`config.mk`:
```
export PLATFORM = sky130hd
export DESIGN_NAME = uart_tx_datapath_flat
export DESIGN_NICKNAME = d
export VERILOG_FILES = /design/src/rtl/uart_tx_pkg.sv /design/src/rtl/uart_tx_datapath_if.sv /design/src/rtl/uart_tx_serializer.sv /design/src/rtl/uart_tx_datapath.sv /design/src/flat_wrapper.sv
export SDC_FILE = /design/constraint.sdc
export NUM_CORES = 1
export LEC_CHECK = 0
export CAP_MARGIN = 20
export CORE_MARGIN = 1.5
export CORE_UTILIZATION = 45
export DETAILED_ROUTE_END_ITERATION = 10
export GPL_TIMING_DRIVEN = 0
export PLACE_DENSITY = 0.76
export SETUP_SLACK_MARGIN = 0.15
export SYNTH_ARGS = -nofsm -noshare
export SYNTH_HDL_FRONTEND = slang
export SYNTH_HIERARCHICAL = 1
export SYNTH_SLANG_ARGS = --single-unit
```
`constraint.sdc`:
```
create_clock -name CLK -period 4.7 [get_ports CLK]
set_clock_uncertainty 0.2 [all_clocks]
set_input_delay 0.94 -clock CLK [delete_from_list [all_inputs] [get_ports CLK]]
set_output_delay 0.94 -clock CLK [all_outputs]
set_load 0.02 [all_outputs]
```
`src/rtl/uart_tx_pkg.sv`:
```
// Shared constants for the UART transmitter (datapath and TX control FSM).
// Contents: line-select encodings driven on mux_sel and parity-type encodings.
package uart_tx_pkg;

    localparam int unsigned MUX_SEL_W = 2;

    // Line select encodings shared with the TX control FSM
    localparam logic [MUX_SEL_W-1:0] MUX_START  = 2'b00;
    localparam logic [MUX_SEL_W-1:0] MUX_IDLE   = 2'b01;
    localparam logic [MUX_SEL_W-1:0] MUX_DATA   = 2'b10;
    localparam logic [MUX_SEL_W-1:0] MUX_PARITY = 2'b11;

    // Parity type encodings on PAR_TYP
    localparam logic PAR_EVEN = 1'b0;
    localparam logic PAR_ODD  = 1'b1;

endpackage

```
`src/rtl/uart_tx_datapath_if.sv`:
```
// Bundle between the TX control FSM (master) and the TX datapath (slave).
// Signals:
//   P_DATA, DATA_VALID, PAR_EN, PAR_TYP  word to send and its framing options
//   Busy, ser_en, mux_sel                FSM state seen by the datapath
//   ser_done                             last data bit selected (combinational)
//   TX_OUT                               registered serial line
// PAR_EN belongs to the FSM side only: it decides whether a parity phase is
// sequenced, so the datapath modport does not carry it.
interface uart_tx_datapath_if
    import uart_tx_pkg::*;
#(
    parameter int unsigned DATA_WIDTH = 8
);

    logic [DATA_WIDTH-1:0] P_DATA;
    logic                  DATA_VALID;
    logic                  PAR_EN;
    logic                  PAR_TYP;
    logic                  Busy;
    logic                  ser_en;
    logic [MUX_SEL_W-1:0]  mux_sel;
    logic                  ser_done;
    logic                  TX_OUT;

    modport master (
        output P_DATA, DATA_VALID, PAR_EN, PAR_TYP, Busy, ser_en, mux_sel,
        input  ser_done, TX_OUT
    );

    modport slave (
        input  P_DATA, DATA_VALID, PAR_TYP, Busy, ser_en, mux_sel,
        output ser_done, TX_OUT
    );

endinterface

```
`src/rtl/uart_tx_serializer.sv`:
```
// LSB-first bit selector for the data phase of a UART frame.
// Ports:
//   clk, rst     clock and synchronous active-high reset
//   mux_sel      FSM line select; counting only happens in the data phase
//   ser_en       advance to the next data bit
//   data         captured word (never shifted, indexed by the bit counter)
//   ser_bit_c    currently selected data bit (combinational)
//   ser_done_c   last data bit is selected (combinational, independent of ser_en)
module uart_tx_serializer
    import uart_tx_pkg::*;
#(
    parameter int unsigned DATA_WIDTH = 8
) (
    input  logic                  clk,
    input  logic                  rst,
    input  logic [MUX_SEL_W-1:0]  mux_sel,
    input  logic                  ser_en,
    input  logic [DATA_WIDTH-1:0] data,
    output logic                  ser_bit_c,
    output logic                  ser_done_c
);

    localparam int unsigned    CNT_W = (DATA_WIDTH > 1) ? $clog2(DATA_WIDTH) : 1;
    localparam logic [CNT_W-1:0] LAST_BIT = CNT_W'(DATA_WIDTH - 1);

    logic [CNT_W-1:0] bit_cnt;

    // Bit counter: cleared outside the data phase, saturates on the last bit
    always_ff @(posedge clk) begin
        if (rst) begin
            bit_cnt <= '0;
        end else if (mux_sel != MUX_DATA) begin
            bit_cnt <= '0;
        end else if (ser_en && (bit_cnt != LAST_BIT)) begin
            bit_cnt <= bit_cnt + CNT_W'(1);
        end
    end

    assign ser_bit_c  = data[bit_cnt];
    // ser_en is deliberately excluded: the FSM derives ser_en from this flag
    assign ser_done_c = (mux_sel == MUX_DATA) && (bit_cnt == LAST_BIT);

endmodule

```
`src/rtl/uart_tx_datapath.sv`:
```
// UART transmitter datapath: captures the word, computes parity, serialises
// LSB-first and drives the registered line.
// Ports:
//   CLK  system clock, all state on the rising edge
//   RST  synchronous active-high reset
//   bus  slave side of uart_tx_datapath_if (data/handshake in, ser_done/TX_OUT out)
module uart_tx_datapath
    import uart_tx_pkg::*;
#(
    parameter int unsigned DATA_WIDTH = 8
) (
    input  logic               CLK,
    input  logic               RST,
    uart_tx_datapath_if.slave  bus
);

    logic [DATA_WIDTH-1:0] data_reg;
    logic                  par_bit;
    logic                  ser_bit;
    logic                  ser_done;
    logic                  next_tx;

    // Capture word and parity on the FSM's IDLE->Start edge; ignored while busy
    always_ff @(posedge CLK) begin
        if (RST) begin
            data_reg <= '0;
            par_bit  <= 1'b0;
        end else if (bus.DATA_VALID && !bus.Busy) begin
            data_reg <= bus.P_DATA;
            par_bit  <= (^bus.P_DATA) ^ bus.PAR_TYP;
        end
    end

    uart_tx_serializer #(
        .DATA_WIDTH (DATA_WIDTH)
    ) u_serializer (
        .clk        (CLK),
        .rst        (RST),
        .mux_sel    (bus.mux_sel),
        .ser_en     (bus.ser_en),
        .data       (data_reg),
        .ser_bit_c  (ser_bit),
        .ser_done_c (ser_done)
    );

    assign bus.ser_done = ser_done;

    // Line mux
    always_comb begin
        next_tx = 1'b1;
        unique case (bus.mux_sel)
            MUX_START:  next_tx = 1'b0;
            MUX_IDLE:   next_tx = 1'b1;
            MUX_DATA:   next_tx = ser_bit;
            MUX_PARITY: next_tx = par_bit;
            default:    next_tx = 1'b1;
        endcase
    end

    // Registered line: fixed one-cycle latency from mux_sel
    always_ff @(posedge CLK) begin
        if (RST) begin
            bus.TX_OUT <= 1'b1;
        end else begin
            bus.TX_OUT <= next_tx;
        end
    end

endmodule

```
`src/flat_wrapper.sv`:
```
// flat-port wrapper written by rule: the top's interface ports become plain ports
module uart_tx_datapath_flat import uart_tx_pkg::*;
#(
    parameter int unsigned DATA_WIDTH = 8
)
  (CLK, RST, bus_P_DATA, bus_DATA_VALID, bus_PAR_TYP, bus_Busy, bus_ser_en, bus_mux_sel, bus_ser_done, bus_TX_OUT);
  uart_tx_datapath_if #(.DATA_WIDTH(DATA_WIDTH)) bus_i ();
  input  logic CLK;
  input  logic RST;
  input wire logic [$bits(bus_i.P_DATA)-1:0] bus_P_DATA;
  input wire logic [$bits(bus_i.DATA_VALID)-1:0] bus_DATA_VALID;
  input wire logic [$bits(bus_i.PAR_TYP)-1:0] bus_PAR_TYP;
  input wire logic [$bits(bus_i.Busy)-1:0] bus_Busy;
  input wire logic [$bits(bus_i.ser_en)-1:0] bus_ser_en;
  input wire logic [$bits(bus_i.mux_sel)-1:0] bus_mux_sel;
  output wire logic [$bits(bus_i.ser_done)-1:0] bus_ser_done;
  output wire logic [$bits(bus_i.TX_OUT)-1:0] bus_TX_OUT;
  assign bus_i.P_DATA = bus_P_DATA;
  assign bus_i.DATA_VALID = bus_DATA_VALID;
  assign bus_i.PAR_TYP = bus_PAR_TYP;
  assign bus_i.Busy = bus_Busy;
  assign bus_i.ser_en = bus_ser_en;
  assign bus_i.mux_sel = bus_mux_sel;
  assign bus_ser_done = bus_i.ser_done;
  assign bus_TX_OUT = bus_i.TX_OUT;
  uart_tx_datapath #(.DATA_WIDTH(DATA_WIDTH)) u_core (.CLK(CLK), .RST(RST), .bus(bus_i));
endmodule
```
======== Word level (Yosys, flattened, before mapping) ========
Cells that the tools add are included.
word-level totals
  register bits after elaboration ......... 13
  bits in writable memories ............... 0
  bits of input ports ..................... 16
  word-level logic and storage cells ...... 23
  bits in latches ......................... 0
  memories ................................ 0
  bits in read-only memories .............. 0
  output and inout port bits .............. 2
operators by class
  multipliers ............................. 0
  reduce and logical (&&, ||, !) cells .... 7
  multiplexer cells ....................... 3
  bitwise operators ....................... 1
  divide/modulo/power cells ............... 0
  shift-type cells ........................ 0
  magnitude comparators ................... 1
  add/subtract/negate cells ............... 1
  equality and inequality tests ........... 6
operators with widths
  cell                                                number
  parity 8 bit                                        1
  == test 2 bit, second input constant                2
  < comparator 3 x 4 -> 1 bit, second input constant  1
  case mux 1 bit (4 select lines)                     1
  adder 3 x 1 -> 3 bit, second input constant         1
  binary-select mux 1 bit (select 3 bit)              1
  == test 3 bit, second input constant                1
  logical AND 1 bit                                   3
  inequality test 3 bit, second input constant        1
  == test 2 x 1 -> 1 bit, second input constant       1
  logical NOT 2 bit                                   1
  inequality test 2 bit, second input constant        1
  OR reduction 2 bit                                  1
  logical NOT 1 bit                                   1
  2-to-1 mux 1 bit                                    1
  XOR 1 bit                                           1

======== Logic depth before layout (Yosys ltp) ========
  word-level depth ........................ 3
  gate-level depth with buffers ........... 5
  gate-level depth less buffers ........... 5

======== By module ========
Netlist, hierarchy kept.
by module, submodules not included
  module              sequential area each (µm²)  area each (µm²)  instances  cells an instance
  uart_tx_datapath    200.2                       440.4            1          54
  uart_tx_serializer  60.1                        212.7            1          17

======== Least setup slack after synthesis ========
No wires, ideal clock.
  kind .................................... input-to-output
  start ................................... input bus_mux_sel[0]
  end ..................................... output bus_ser_done
  slack ................................... 2318 ps
  buffers on the path ..................... 0
  required time ........................... 3560 ps
  arrival time ............................ 1242 ps
  stages .................................. 1
  path through ............................ and3b_1
on the way
  word-level cells in the longest chain between the ends .. 2
RTL lines
  item               line                      text
  start, declared    flat_wrapper.sv:15        input wire logic [$bits(bus_i.mux_sel)-1:0] bus_mux_sel;
  == test 2 bit      uart_tx_serializer.sv:41  assign ser_done_c = (mux_sel == MUX_DATA) && (bit_cnt == LAST_BIT);
  logical AND 1 bit  uart_tx_serializer.sv:41
  end, declared      flat_wrapper.sv:16        output wire logic [$bits(bus_i.ser_done)-1:0] bus_ser_done;
No other way between the ends.

======== Worst setup path after layout ========
  start ................................... input bus_mux_sel[1]
  end ..................................... output bus_ser_done
The elaborated chain is that of the path after synthesis.

==> impl_metrics.toml <==
[synthesis]
synth_top_area_frac = 0.398
yosysSeqAreaShare = 0.398
synth.net_count = 89
synth-seq-cells = 13
synth_area_leaders = "dfxtp_1 (40%), nand2_1 (10%), mux4_1 (8.0%)"
yosys_warnings = 6
synth_area_um2 = 653
syn_area_per_cell_um2 = 9.20
synth_cell_type_count = 19
syn_inst = 71
yosys.area.top_type = "dfxtp_1"

[clocking]
clock_tree.buffer_depth = 2
cts.sinks = 13
cts_tree = "yes"
clk_latency_ns = 0.27
cts-htree-levels = 1
cts_made_buffers = 3
cts-hold-fix-buffers = 0
cts-resized-gates = 0
clkTransAtPathRegs_ns = 0.08
cts_setup_buffers = 0
root_buffer = "clkbuf_4"

[outcome]
status = "finished clean"

[routing]
vias = 539
drc = 0
wirelength_mm = 1.17
dr.pass1.iters = 4
final_antenna_net_count = 0
drt_iter0_drc = 5
post_drt_via_cell_ratio = 5.04
wire_per_inst_um = 10.9

[final_layout]
layout.cells.most_common = "nand2_1"
area_growth_pct = 33.0
fill_cells = 114
drive_gt1_frac = 0.0543
nets = 111
final_cell_mix = "nand2_1 (18), clkdlybuf4s50_1 (17), dfxtp_1 (13), a21oi_1 (9), nor2_1 (5)"
largest_reg_flops = 8
antenna_cells = 0

[timing]
setup_viol = 0
rsz0062_at_grt = "no"
holdWs_ns = 0.257
setup_tns_ns = 0
tightest_slew_ns = 0.406
final_min_period_over_clock_period = 0.715
relSlewSlack = 0.729
final.min_clock_period_ns = 3.36
max_freq_mhz = 298
slew_violations = 0
finalHoldViolations = 0

[grt]
antenna_found_initial = 0
grt_use_total = 0.171
grt_pass1_wl_mm = 1.86
grt_pass1_vias = 479
gr-total-overflow = 0
grt_start_max_net_pins = 11

[flow_run]
cap_violations = 0

[floorplanning]
initial_core_util = 0.490
die_w_um = 41.1
pin_count = 18
fp.coreArea_mm2 = 0.00133
die_y_um = 41.1
die_area_mm2 = 0.00169
rows = 13

[power_and_ir_drop]
pwr_density_cell_mw_per_mm2 = 264
vdd_drop_max_v = 0.000130
leakage_uw = 0.000348

[worst_hold_path]
whs_path_depth = 2
min_path_type = "reg2reg"

[placed_design]
place_congestion = 0.691
hpwl_um = 944
portBuffers = 17

[worst_setup_path]
crit_path_end_kind = "output pin"
critPathRequiredTime_ns = 3.56
critical_path_peak_fanout = 4
path_class = "in2out"
r2r_cells = 4
cp-start-kind = "primary input"
arrival_ns = 2.22
-- cells by family after synthesis --
family	after synthesis	synth area share
AO/OA/AOI/OAI	11	0.0920
XOR/XNOR	7	0.115
adder cells (fa/ha/maj)	2	0.0383
buffers and inverters	3	0.0172
flip-flops	13	0.398
multiplexers	5	0.128
AND/OR/NAND/NOR	30	0.211
-- through the flow --
stage	total power, uW	cell area [um2]	setup slack (ns)	cells	util
3_5_place_dp	164	842	1.35	103	0.631
3_3_place_gp	163	842	1.36	103	0.631
6_report	229	868	1.34	107	0.651
4_1_cts	232	868	1.34	107	0.651
2_1_floorplan	144	653	2.32	71	-
5_1_grt	242	868	1.30	107	0.651
-- synthesized netlist by cell type --
library cell   n
xor2_1         2
mux2_2         1
dfxtp_1       13
o21bai_1       1
nor2b_1        2
ha_1           2
or3b_2         1
a21oi_1        9
o211ai_1       1
nand2b_1       1
nor2_1         5
mux2i_1        2
xnor2_1        4
mux4_1         2
and3b_1        1
xnor3_1        1
nand2_1       18
nand3b_1       2
clkbuf_1       3
-- area by class of cell --
| cell class | instances | area, um2 | area share |
|---|---|---|---|
| clock buffer | 4 | 26.3 | 0.0303 |
| sequential | 13 | 260 | 0.300 |
| tap | 15 | 18.8 | 0.0216 |
| multi-input combinational | 55 | 382 | 0.439 |
| buffer | 3 | 11.3 | 0.0130 |
| timing repair buffer | 17 | 170 | 0.196 |
-- report_power, final --
| part | internal, uW | total, uW | leakage [uW] | switching, uW |
|---|---|---|---|---|
| Clock | 32.9 | 67.6 | 0.0000150 | 34.7 |
| Sequential | 115 | 118 | 0.000106 | 2.55 |
| Combinational | 26.6 | 43.6 | 0.000227 | 17.0 |
| Total | 175 | 229 | 0.000348 | 54.3 |
-- worst paths after layout --
kind	start	end	slack, ns
max	bus_mux_sel[1]	bus_ser_done	1.34
min	u_core/data_reg[0]$_SDFFE_PP0P_	u_core/data_reg[0]$_SDFFE_PP0P_	0.26
max reg2reg	u_core/u_serializer/bit_cnt[0]$_SDFFE_PP0P_	u_core/bus.TX_OUT$_SDFF_PP1_	2.91
min reg2reg	u_core/data_reg[0]$_SDFFE_PP0P_	u_core/data_reg[0]$_SDFFE_PP0P_	0.26
-- critical path, stage by stage --
cell and delay, ns:
clkdlybuf4s50_1 0.52, and3b_1 0.17, clkdlybuf4s50_1 0.59
-- metal layers --
layer  vias up  part of all wire  wire (um)  GRT usage
met5         -                 0          0          0
met1       237              0.43        508      0.187
met4         0                 0          0     0.0726
met2        20              0.49        576      0.305
li1        282                 -          -          -
met3         0             0.073         86     0.0489
No activity file was read; power rests on OpenSTA's default activity.
